### config.mk
export PLATFORM = sky130hd
export DESIGN_NAME = cache_ctrl
export DESIGN_NICKNAME = d
export VERILOG_FILES = /design/src/rtl/cache_pkg.sv /design/src/rtl/sat_counter.sv /design/src/rtl/cache_ctrl.sv
export SDC_FILE = /design/constraint.sdc
export NUM_CORES = 1
export LEC_CHECK = 0
export BUFFER_PORTS_ARGS = -buffer_cell sky130_fd_sc_hd__buf_2
export CAP_MARGIN = 10
export CORE_AREA = 2 2 196 198
export DETAILED_ROUTE_END_ITERATION = 6
export DIE_AREA = 0 0 198 200
export GPL_ROUTABILITY_DRIVEN = 0
export HOLD_SLACK_MARGIN = 0.03
export PLACE_DENSITY = 0.58
export SLEW_MARGIN = 5
export SYNTH_ARGS = -nofsm -noshare
export SYNTH_HDL_FRONTEND = slang
export SYNTH_SLANG_ARGS = --single-unit
### constraint.sdc
create_clock -name clk -period 1.9 [get_ports clk]
set_input_delay 0.19 -clock clk [delete_from_list [all_inputs] [get_ports clk]]
set_output_delay 0.19 -clock clk [all_outputs]
set_load 0.02 [all_outputs]
### src/rtl/cache_pkg.sv
// Shared types and address-field helpers for the cache controller and cache set.
package cache_pkg;

    localparam int DATA_WIDTH = 32;

    typedef enum logic [2:0] {
        IDLE,
        LOOKUP,
        WRITEBACK,
        REFILL,
        REFILL_WAIT
    } cache_ctrl_state_t;

    function automatic int offset_width(input int line_size);
        return $clog2(line_size);
    endfunction

    function automatic int index_width(input int set_depth);
        return $clog2(set_depth);
    endfunction

    function automatic int tag_width(input int line_size, input int set_depth);
        return DATA_WIDTH - offset_width(line_size) - index_width(set_depth);
    endfunction

endpackage

### src/rtl/sat_counter.sv
// Free-running event counter that sticks at all-ones instead of wrapping.
module sat_counter #(
    parameter int WIDTH = 32
) (
    input  logic             clk,
    input  logic             rst,
    input  logic             clr,
    input  logic             inc,
    output logic [WIDTH-1:0] count
);

    always_ff @(posedge clk or negedge rst) begin
        if (!rst) begin
            count <= '0;
        end else if (clr) begin
            count <= '0;
        end else if (inc && (count != '1)) begin
            count <= count + WIDTH'(1);
        end
    end

endmodule

### src/rtl/cache_ctrl.sv
// Direct-mapped, one-word-per-line cache controller: lookup, dirty writeback,
// single-word refill and replay, plus saturating hit/miss counters.
module cache_ctrl
    import cache_pkg::*;
#(
    parameter int CACHE_LINE_SIZE = 4,
    parameter int CACHE_SET_DEPTH = 32
) (
    input  logic                      clk,
    input  logic                      rst,
    input  logic                      cpu_read,
    input  logic                      cpu_write,
    input  logic [DATA_WIDTH-1:0]     cpu_address,
    input  logic [DATA_WIDTH-1:0]     cpu_writedata,
    input  logic [DATA_WIDTH/8-1:0]   cpu_byteenable,
    output logic [DATA_WIDTH-1:0]     cpu_readdata,
    output logic                      cpu_waitrequest,
    output logic                      set_read,
    output logic                      set_write,
    output logic [DATA_WIDTH-1:0]     set_address,
    output logic [DATA_WIDTH-1:0]     set_writedata,
    output logic [DATA_WIDTH/8-1:0]   set_byteenable,
    input  logic [DATA_WIDTH-1:0]     set_readdata,
    input  logic                      set_hit,
    input  logic                      set_valid,
    input  logic                      set_dirty,
    input  logic [DATA_WIDTH-1:0]     set_dirty_data,
    input  logic [DATA_WIDTH-1:0]     set_victim_address,
    output logic                      fill,
    output logic [DATA_WIDTH-1:0]     fill_address,
    output logic [DATA_WIDTH-1:0]     fill_data,
    output logic                      mem_read,
    output logic                      mem_write,
    output logic [DATA_WIDTH-1:0]     mem_address,
    output logic [DATA_WIDTH-1:0]     mem_writedata,
    input  logic [DATA_WIDTH-1:0]     mem_readdata,
    input  logic                      mem_readdatavalid,
    input  logic                      mem_waitrequest,
    output logic [31:0]               hit_count,
    output logic [31:0]               miss_count
);

    localparam int OFFSET_W = offset_width(CACHE_LINE_SIZE);
    localparam int INDEX_W  = index_width(CACHE_SET_DEPTH);
    localparam int TAG_W    = tag_width(CACHE_LINE_SIZE, CACHE_SET_DEPTH);

    cache_ctrl_state_t     state;
    logic                  replay;
    logic [DATA_WIDTH-1:0] wb_address;
    logic [DATA_WIDTH-1:0] wb_data;
    logic [DATA_WIDTH-1:0] line_address;
    logic                  request;
    logic                  lookup_hit;
    logic                  first_miss;

    assign request      = cpu_read | cpu_write;
    assign lookup_hit   = (state == LOOKUP) & set_hit;
    // replay marks the second lookup of a request so a miss is counted once
    assign first_miss   = (state == LOOKUP) & ~set_hit & ~replay;
    assign line_address = {cpu_address[DATA_WIDTH-1 -: TAG_W],
                           cpu_address[OFFSET_W +: INDEX_W],
                           {OFFSET_W{1'b0}}};

    // NOTE: memory strobes and set_read are registered alongside the state so
    // they leave the flop stage glitch-free; every transition updates them.
    always_ff @(posedge clk or negedge rst) begin
        if (!rst) begin
            state      <= IDLE;
            replay     <= 1'b0;
            set_read   <= 1'b1;
            mem_read   <= 1'b0;
            mem_write  <= 1'b0;
            wb_address <= '0;
            wb_data    <= '0;
        end else begin
            case (state)
                IDLE: begin
                    if (request) begin
                        state    <= LOOKUP;
                        set_read <= 1'b0;
                    end
                end
                LOOKUP: begin
                    if (set_hit) begin
                        state    <= IDLE;
                        set_read <= 1'b1;
                        replay   <= 1'b0;
                    end else begin
                        replay <= 1'b1;
                        if (set_valid & set_dirty) begin
                            state      <= WRITEBACK;
                            mem_write  <= 1'b1;
                            wb_address <= set_victim_address;
                            wb_data    <= set_dirty_data;
                        end else begin
                            state    <= REFILL;
                            mem_read <= 1'b1;
                        end
                    end
                end
                WRITEBACK: begin
                    if (!mem_waitrequest) begin
                        state     <= REFILL;
                        mem_write <= 1'b0;
                        mem_read  <= 1'b1;
                    end
                end
                REFILL: begin
                    if (!mem_waitrequest) begin
                        state    <= REFILL_WAIT;
                        mem_read <= 1'b0;
                    end
                end
                REFILL_WAIT: begin
                    if (mem_readdatavalid) begin
                        state    <= IDLE;
                        set_read <= 1'b1;
                    end
                end
                default: begin
                    state     <= IDLE;
                    set_read  <= 1'b1;
                    mem_read  <= 1'b0;
                    mem_write <= 1'b0;
                end
            endcase
        end
    end

    assign cpu_waitrequest = request & ~lookup_hit;
    assign cpu_readdata    = set_readdata;
    assign set_write       = lookup_hit & cpu_write;
    assign set_address     = cpu_address;
    assign set_writedata   = cpu_writedata;
    assign set_byteenable  = cpu_byteenable;

    // A response arriving outside REFILL_WAIT (e.g. after a reset abort) is dropped.
    assign fill          = (state == REFILL_WAIT) & mem_readdatavalid;
    assign fill_address  = line_address;
    assign fill_data     = mem_readdata;
    assign mem_address   = mem_write ? wb_address : line_address;
    assign mem_writedata = wb_data;

    sat_counter #(.WIDTH(32)) u_hit_counter (
        .clk   (clk),
        .rst   (rst),
        .clr   (1'b0),
        .inc   (lookup_hit),
        .count (hit_count)
    );

    sat_counter #(.WIDTH(32)) u_miss_counter (
        .clk   (clk),
        .rst   (rst),
        .clr   (1'b0),
        .inc   (first_miss),
        .count (miss_count)
    );

endmodule

==> run_summary.xml <==
<?xml version="1.0" encoding="UTF-8"?>
<metrics>
  <group name="grt">
    <metric name="global_route_usage_over_all_layers" unit="%">11.60</metric>
    <metric name="grt.overflow.total" unit="">0</metric>
    <metric name="grt_start_max_net_pins" unit="">48</metric>
    <metric name="via_count_of_the_first_global_routing_pass" unit="">5698</metric>
    <metric name="antenna_found_initial" unit="">4</metric>
    <metric name="grt_first_pass_wirelength" unit="µm">33610</metric>
  </group>
  <group name="floorplanning">
    <metric name="fp.coreArea" unit="µm²">37400</metric>
    <metric name="die_area" unit="µm²">39600</metric>
    <metric name="floorplan.rows" unit="">71</metric>
    <metric name="initial_core_util" unit="%">20.19</metric>
    <metric name="ioPinCount" unit="">503</metric>
    <metric name="dieWidth" unit="µm">198</metric>
    <metric name="die_height" unit="µm">200</metric>
  </group>
  <group name="route">
    <metric name="drt_drc_violations_left" unit="">0</metric>
    <metric name="final_antenna_net_count" unit="">0</metric>
    <metric name="detail_route.wl_per_cell" unit="µm">16.96</metric>
    <metric name="detail_route.wirelength" unit="µm">25270</metric>
    <metric name="drt_first_pass_iters" unit="">4</metric>
    <metric name="avgViaCountPerCell" unit="">4.059</metric>
    <metric name="detail_route.iter0.violations" unit="">210</metric>
    <metric name="dr_total_vias" unit="">6048</metric>
  </group>
  <group name="cells_and_area">
    <metric name="mostFrequentLayoutCells" unit="">286 x sky130_fd_sc_hd__buf_2, 123 x sky130_fd_sc_hd__dfrtp_1, 80 x sky130_fd_sc_hd__mux2_2</metric>
    <metric name="layout_commonest_cell" unit="">sky130_fd_sc_hd__buf_2</metric>
    <metric name="instances_no_fill" unit="">1490</metric>
    <metric name="areaGrowthSynthToFinish" unit="%">41.15</metric>
    <metric name="post-route-cell-area" unit="µm²">10660</metric>
    <metric name="n_fill_cell" unit="">3878</metric>
    <metric name="finalNetCount" unit="">1172</metric>
    <metric name="post_route_cells_drive_above_1_share" unit="%">56.44</metric>
    <metric name="post-route-util" unit="%">28.49</metric>
  </group>
  <group name="synthesis">
    <metric name="synth_top_family_by_area" unit="">buffers and inverters</metric>
    <metric name="synthSimpleGateAreaFrac" unit="%">13.47</metric>
    <metric name="synthArstFlopShare" unit="%">100.0</metric>
    <metric name="synth-seq-area-share" unit="%">44.76</metric>
    <metric name="synth.cell_area" unit="µm²">7550</metric>
    <metric name="synth-xor-area-share" unit="%">7.077</metric>
    <metric name="ys_ff_latch" unit="">135</metric>
    <metric name="synth_compound_gate_area_share" unit="%">1.690</metric>
    <metric name="synth_cell_types" unit="">50</metric>
    <metric name="yosys_warnings" unit="">0</metric>
    <metric name="yosys.area_share.adder" unit="%">0.3315</metric>
    <metric name="netlist_instances" unit="">680</metric>
    <metric name="commonest_register_cell_after_synthesis" unit="">sky130_fd_sc_hd__dfrtp_1</metric>
    <metric name="post_synth_mux_area_share" unit="%">14.45</metric>
    <metric name="syn-mean-instance-area" unit="µm²">11.10</metric>
    <metric name="number_of_flops_mapped_to_enable_cells_by_yosys" unit="">0</metric>
  </group>
  <group name="worst_setup_path">
    <metric name="data_arrival_critical_path" unit="ns">2.26</metric>
    <metric name="cp_data_required_time" unit="ns">2.22</metric>
    <metric name="path_cells" unit="">or4b_4, nor2_4, buf_12, buf_12, mux2_2</metric>
    <metric name="cp_slowest_cell" unit="">sky130_fd_sc_hd__or4b_4</metric>
    <metric name="critPathLaunch" unit="">state[1]</metric>
    <metric name="crit_fanout" unit="">17</metric>
    <metric name="timing.critical_path.slowest_cell_delay" unit="ns">0.59</metric>
    <metric name="start_kind" unit="">register</metric>
    <metric name="criticalPathCategory" unit="">register to register</metric>
    <metric name="critical-path-top-cell-by-count" unit="">sky130_fd_sc_hd__buf_12</metric>
    <metric name="timing.rr.start" unit="">state[1]</metric>
    <metric name="endpoint_kind" unit="">register</metric>
  </group>
  <group name="timing">
    <metric name="period_needed" unit="ns">1.946</metric>
    <metric name="fin_tns_setup" unit="ns">-0.5964</metric>
    <metric name="fin_worst_skew" unit="ns">0.007764</metric>
    <metric name="grt_setup_unrepaired" unit="">yes</metric>
    <metric name="max_freq" unit="MHz">513.8</metric>
    <metric name="report.final.setup_viol" unit="">27</metric>
    <metric name="timing.final.max_slew_violations" unit="">0</metric>
    <metric name="layout_setup_ws" unit="ns">-0.04639</metric>
    <metric name="post-route-period-util" unit="%">102.4</metric>
    <metric name="finalHoldViolCount" unit="">0</metric>
  </group>
  <group name="pwr">
    <metric name="worst_ir_drop_vdd" unit="V">0.0007407</metric>
    <metric name="static_leakage" unit="nW">5.181</metric>
    <metric name="pwr_density_cell" unit="nW/µm²">1189</metric>
  </group>
  <group name="placement">
    <metric name="placedInstanceArea" unit="µm²">8916</metric>
    <metric name="port-buffer-count" unit="">296</metric>
    <metric name="place_ws" unit="ns">-0.03879</metric>
    <metric name="numPlacedInstances" unit="">1370</metric>
    <metric name="post_dp_hpwl" unit="µm">18330</metric>
  </group>
  <group name="clocking">
    <metric name="htreeDepth" unit="">4</metric>
    <metric name="insertion_delay" unit="ns">0.43</metric>
    <metric name="cts.clk_slew.worst_paths" unit="ns">0.06</metric>
    <metric name="clock-sinks" unit="">135</metric>
    <metric name="numCtsBuffers" unit="">17</metric>
    <metric name="cts.root.buffer_cell" unit="">sky130_fd_sc_hd__clkbuf_16</metric>
    <metric name="cts-root-to-sink-buffers" unit="">2</metric>
    <metric name="tritoncts" unit="">yes</metric>
  </group>
  <group name="worst_hold_path">
    <metric name="worst_min_path_class" unit="">primary input to register</metric>
    <metric name="hold_start" unit="">set_dirty</metric>
  </group>
  <group name="outcome">
    <metric name="violations" unit="">negative setup slack</metric>
    <metric name="run_status" unit="">finished, violations left</metric>
  </group>
  <group name="run">
    <metric name="max_cap_viol_count" unit="">0</metric>
  </group>
</metrics>
-- layer usage --
layer | global-route usage [%] | wire length, µm | up-vias
li1 | - | - | 2776
met1 | 13.03 | 10170 | 2909
met2 | 18.18 | 11810 | 311
met4 | 5.653 | 935 | 4
met3 | 5.880 | 2335 | 48
met5 | 0.6173 | 23 | -
-- kinds of logic (layout without fill, tap and decap cells) --
| kind of cell | Yosys count | after routing |
|---|---|---|
| buf+inv | 188 | 485 |
| simple gates | 176 | 176 |
| flops | 135 | 135 |
| mux | 97 | 97 |
| xor+xnor | 61 | 61 |
| compound gates | 20 | 20 |
| fa+ha+maj | 2 | 2 |
| other cells | 1 | 3 |
-- report_power, final --
part / switching [W] / internal (W) / total (W)
Sequential: 0.000568 / 0.00373 / 0.00430
Combinational: 0.00256 / 0.00236 / 0.00492
Clock: 0.00137 / 0.00208 / 0.00345
Total: 0.00450 / 0.00816 / 0.0127
-- cells in the mapped netlist, types with 4 or more instances --
cell type,n,area [µm²]
sky130_fd_sc_hd__and4_1,5,43.79
sky130_fd_sc_hd__dfrtp_1,134,3353
sky130_fd_sc_hd__and2_1,6,37.54
sky130_fd_sc_hd__buf_6,6,67.56
sky130_fd_sc_hd__nor2_1,18,67.56
sky130_fd_sc_hd__nand2_1,25,93.84
sky130_fd_sc_hd__nand3_1,35,175.2
sky130_fd_sc_hd__buf_4,164,1231
sky130_fd_sc_hd__xor2_1,26,227.7
sky130_fd_sc_hd__nor3_1,17,85.08
sky130_fd_sc_hd__a31oi_1,4,25.02
sky130_fd_sc_hd__inv_1,4,15.01
sky130_fd_sc_hd__xnor2_1,35,306.5
sky130_fd_sc_hd__clkbuf_1,7,26.28
sky130_fd_sc_hd__buf_2,4,20.02
sky130_fd_sc_hd__a21oi_1,6,30.03
sky130_fd_sc_hd__nor4_1,7,43.79
sky130_fd_sc_hd__mux2_2,96,1081
sky130_fd_sc_hd__and3_1,12,75.07
sky130_fd_sc_hd__nand4_1,25,156.4
-- layout make-up --
class,instances,area [µm²],share of cell area [%]
Clock inverter,14,175.2,1.644
Antenna cell,1,2.502,0.02348
Tap cell,511,639.4,6.000
Sequential cell,135,3393,31.84
Timing Repair Buffer,449,3018,28.32
Inverter,4,15.01,0.1409
Multi-Input combinational cell,358,2984,28.00
Clock buffer,18,429.2,4.027
-- critical path, delay by kind of cell (launching register included) --
family                 cells  cell delay (ns)
buffers and inverters      2             0.31
flip-flops                 1             0.38
multiplexers               1             0.35
AND/OR/NAND/NOR            2             0.77
-- path summary, 6_finish.rpt --
path / endpoint / slack (ns) / cells past startpoint
setup reg to reg: mem_writedata[26] / -0.05 / 5
hold reg to reg: u_miss_counter.count[30] / 0.49 / 1
min in group asynchronous: mem_writedata[5] / 0.21 / 2
hold / removal: mem_write / 0.13 / 3
setup / recovery: mem_writedata[26] / -0.05 / 5
max in group asynchronous: set_read / 1.05 / 3
-- state kept, by name, summed over array words and instances, names as in the netlist --
register	count
mem_writedata	32
u_hit_counter.count	32
u_miss_counter.count	32
wb_address	32
state	3
mem_read	1
mem_write	1
replay	1
set_read	1
-- timing repair --
| action | in CTS | in global routing |
|---|---|---|
| hold endpoints to repair | 193 | 0 |
| endpoints found under the setup margin | 43 | 114 |
| hold buffers | 66 | 0 |
| pin swaps | 2 | 6 |
| cloned | 0 | 8 |
| buffers inserted | 3 | 10 |
| resized for setup | 7 | 56 |
-- through the flow --
step           hold slack [ns]  total power, W
3_5_place_dp            0.1038        0.008632
2_1_floorplan          -0.1056        0.007254
4_1_cts                0.07805         0.01234
3_3_place_gp            0.1011        0.008526
6_report                0.1285         0.01267
5_1_grt                 0.1136         0.01338
Note: power is estimated with default switching activity, not from simulation.
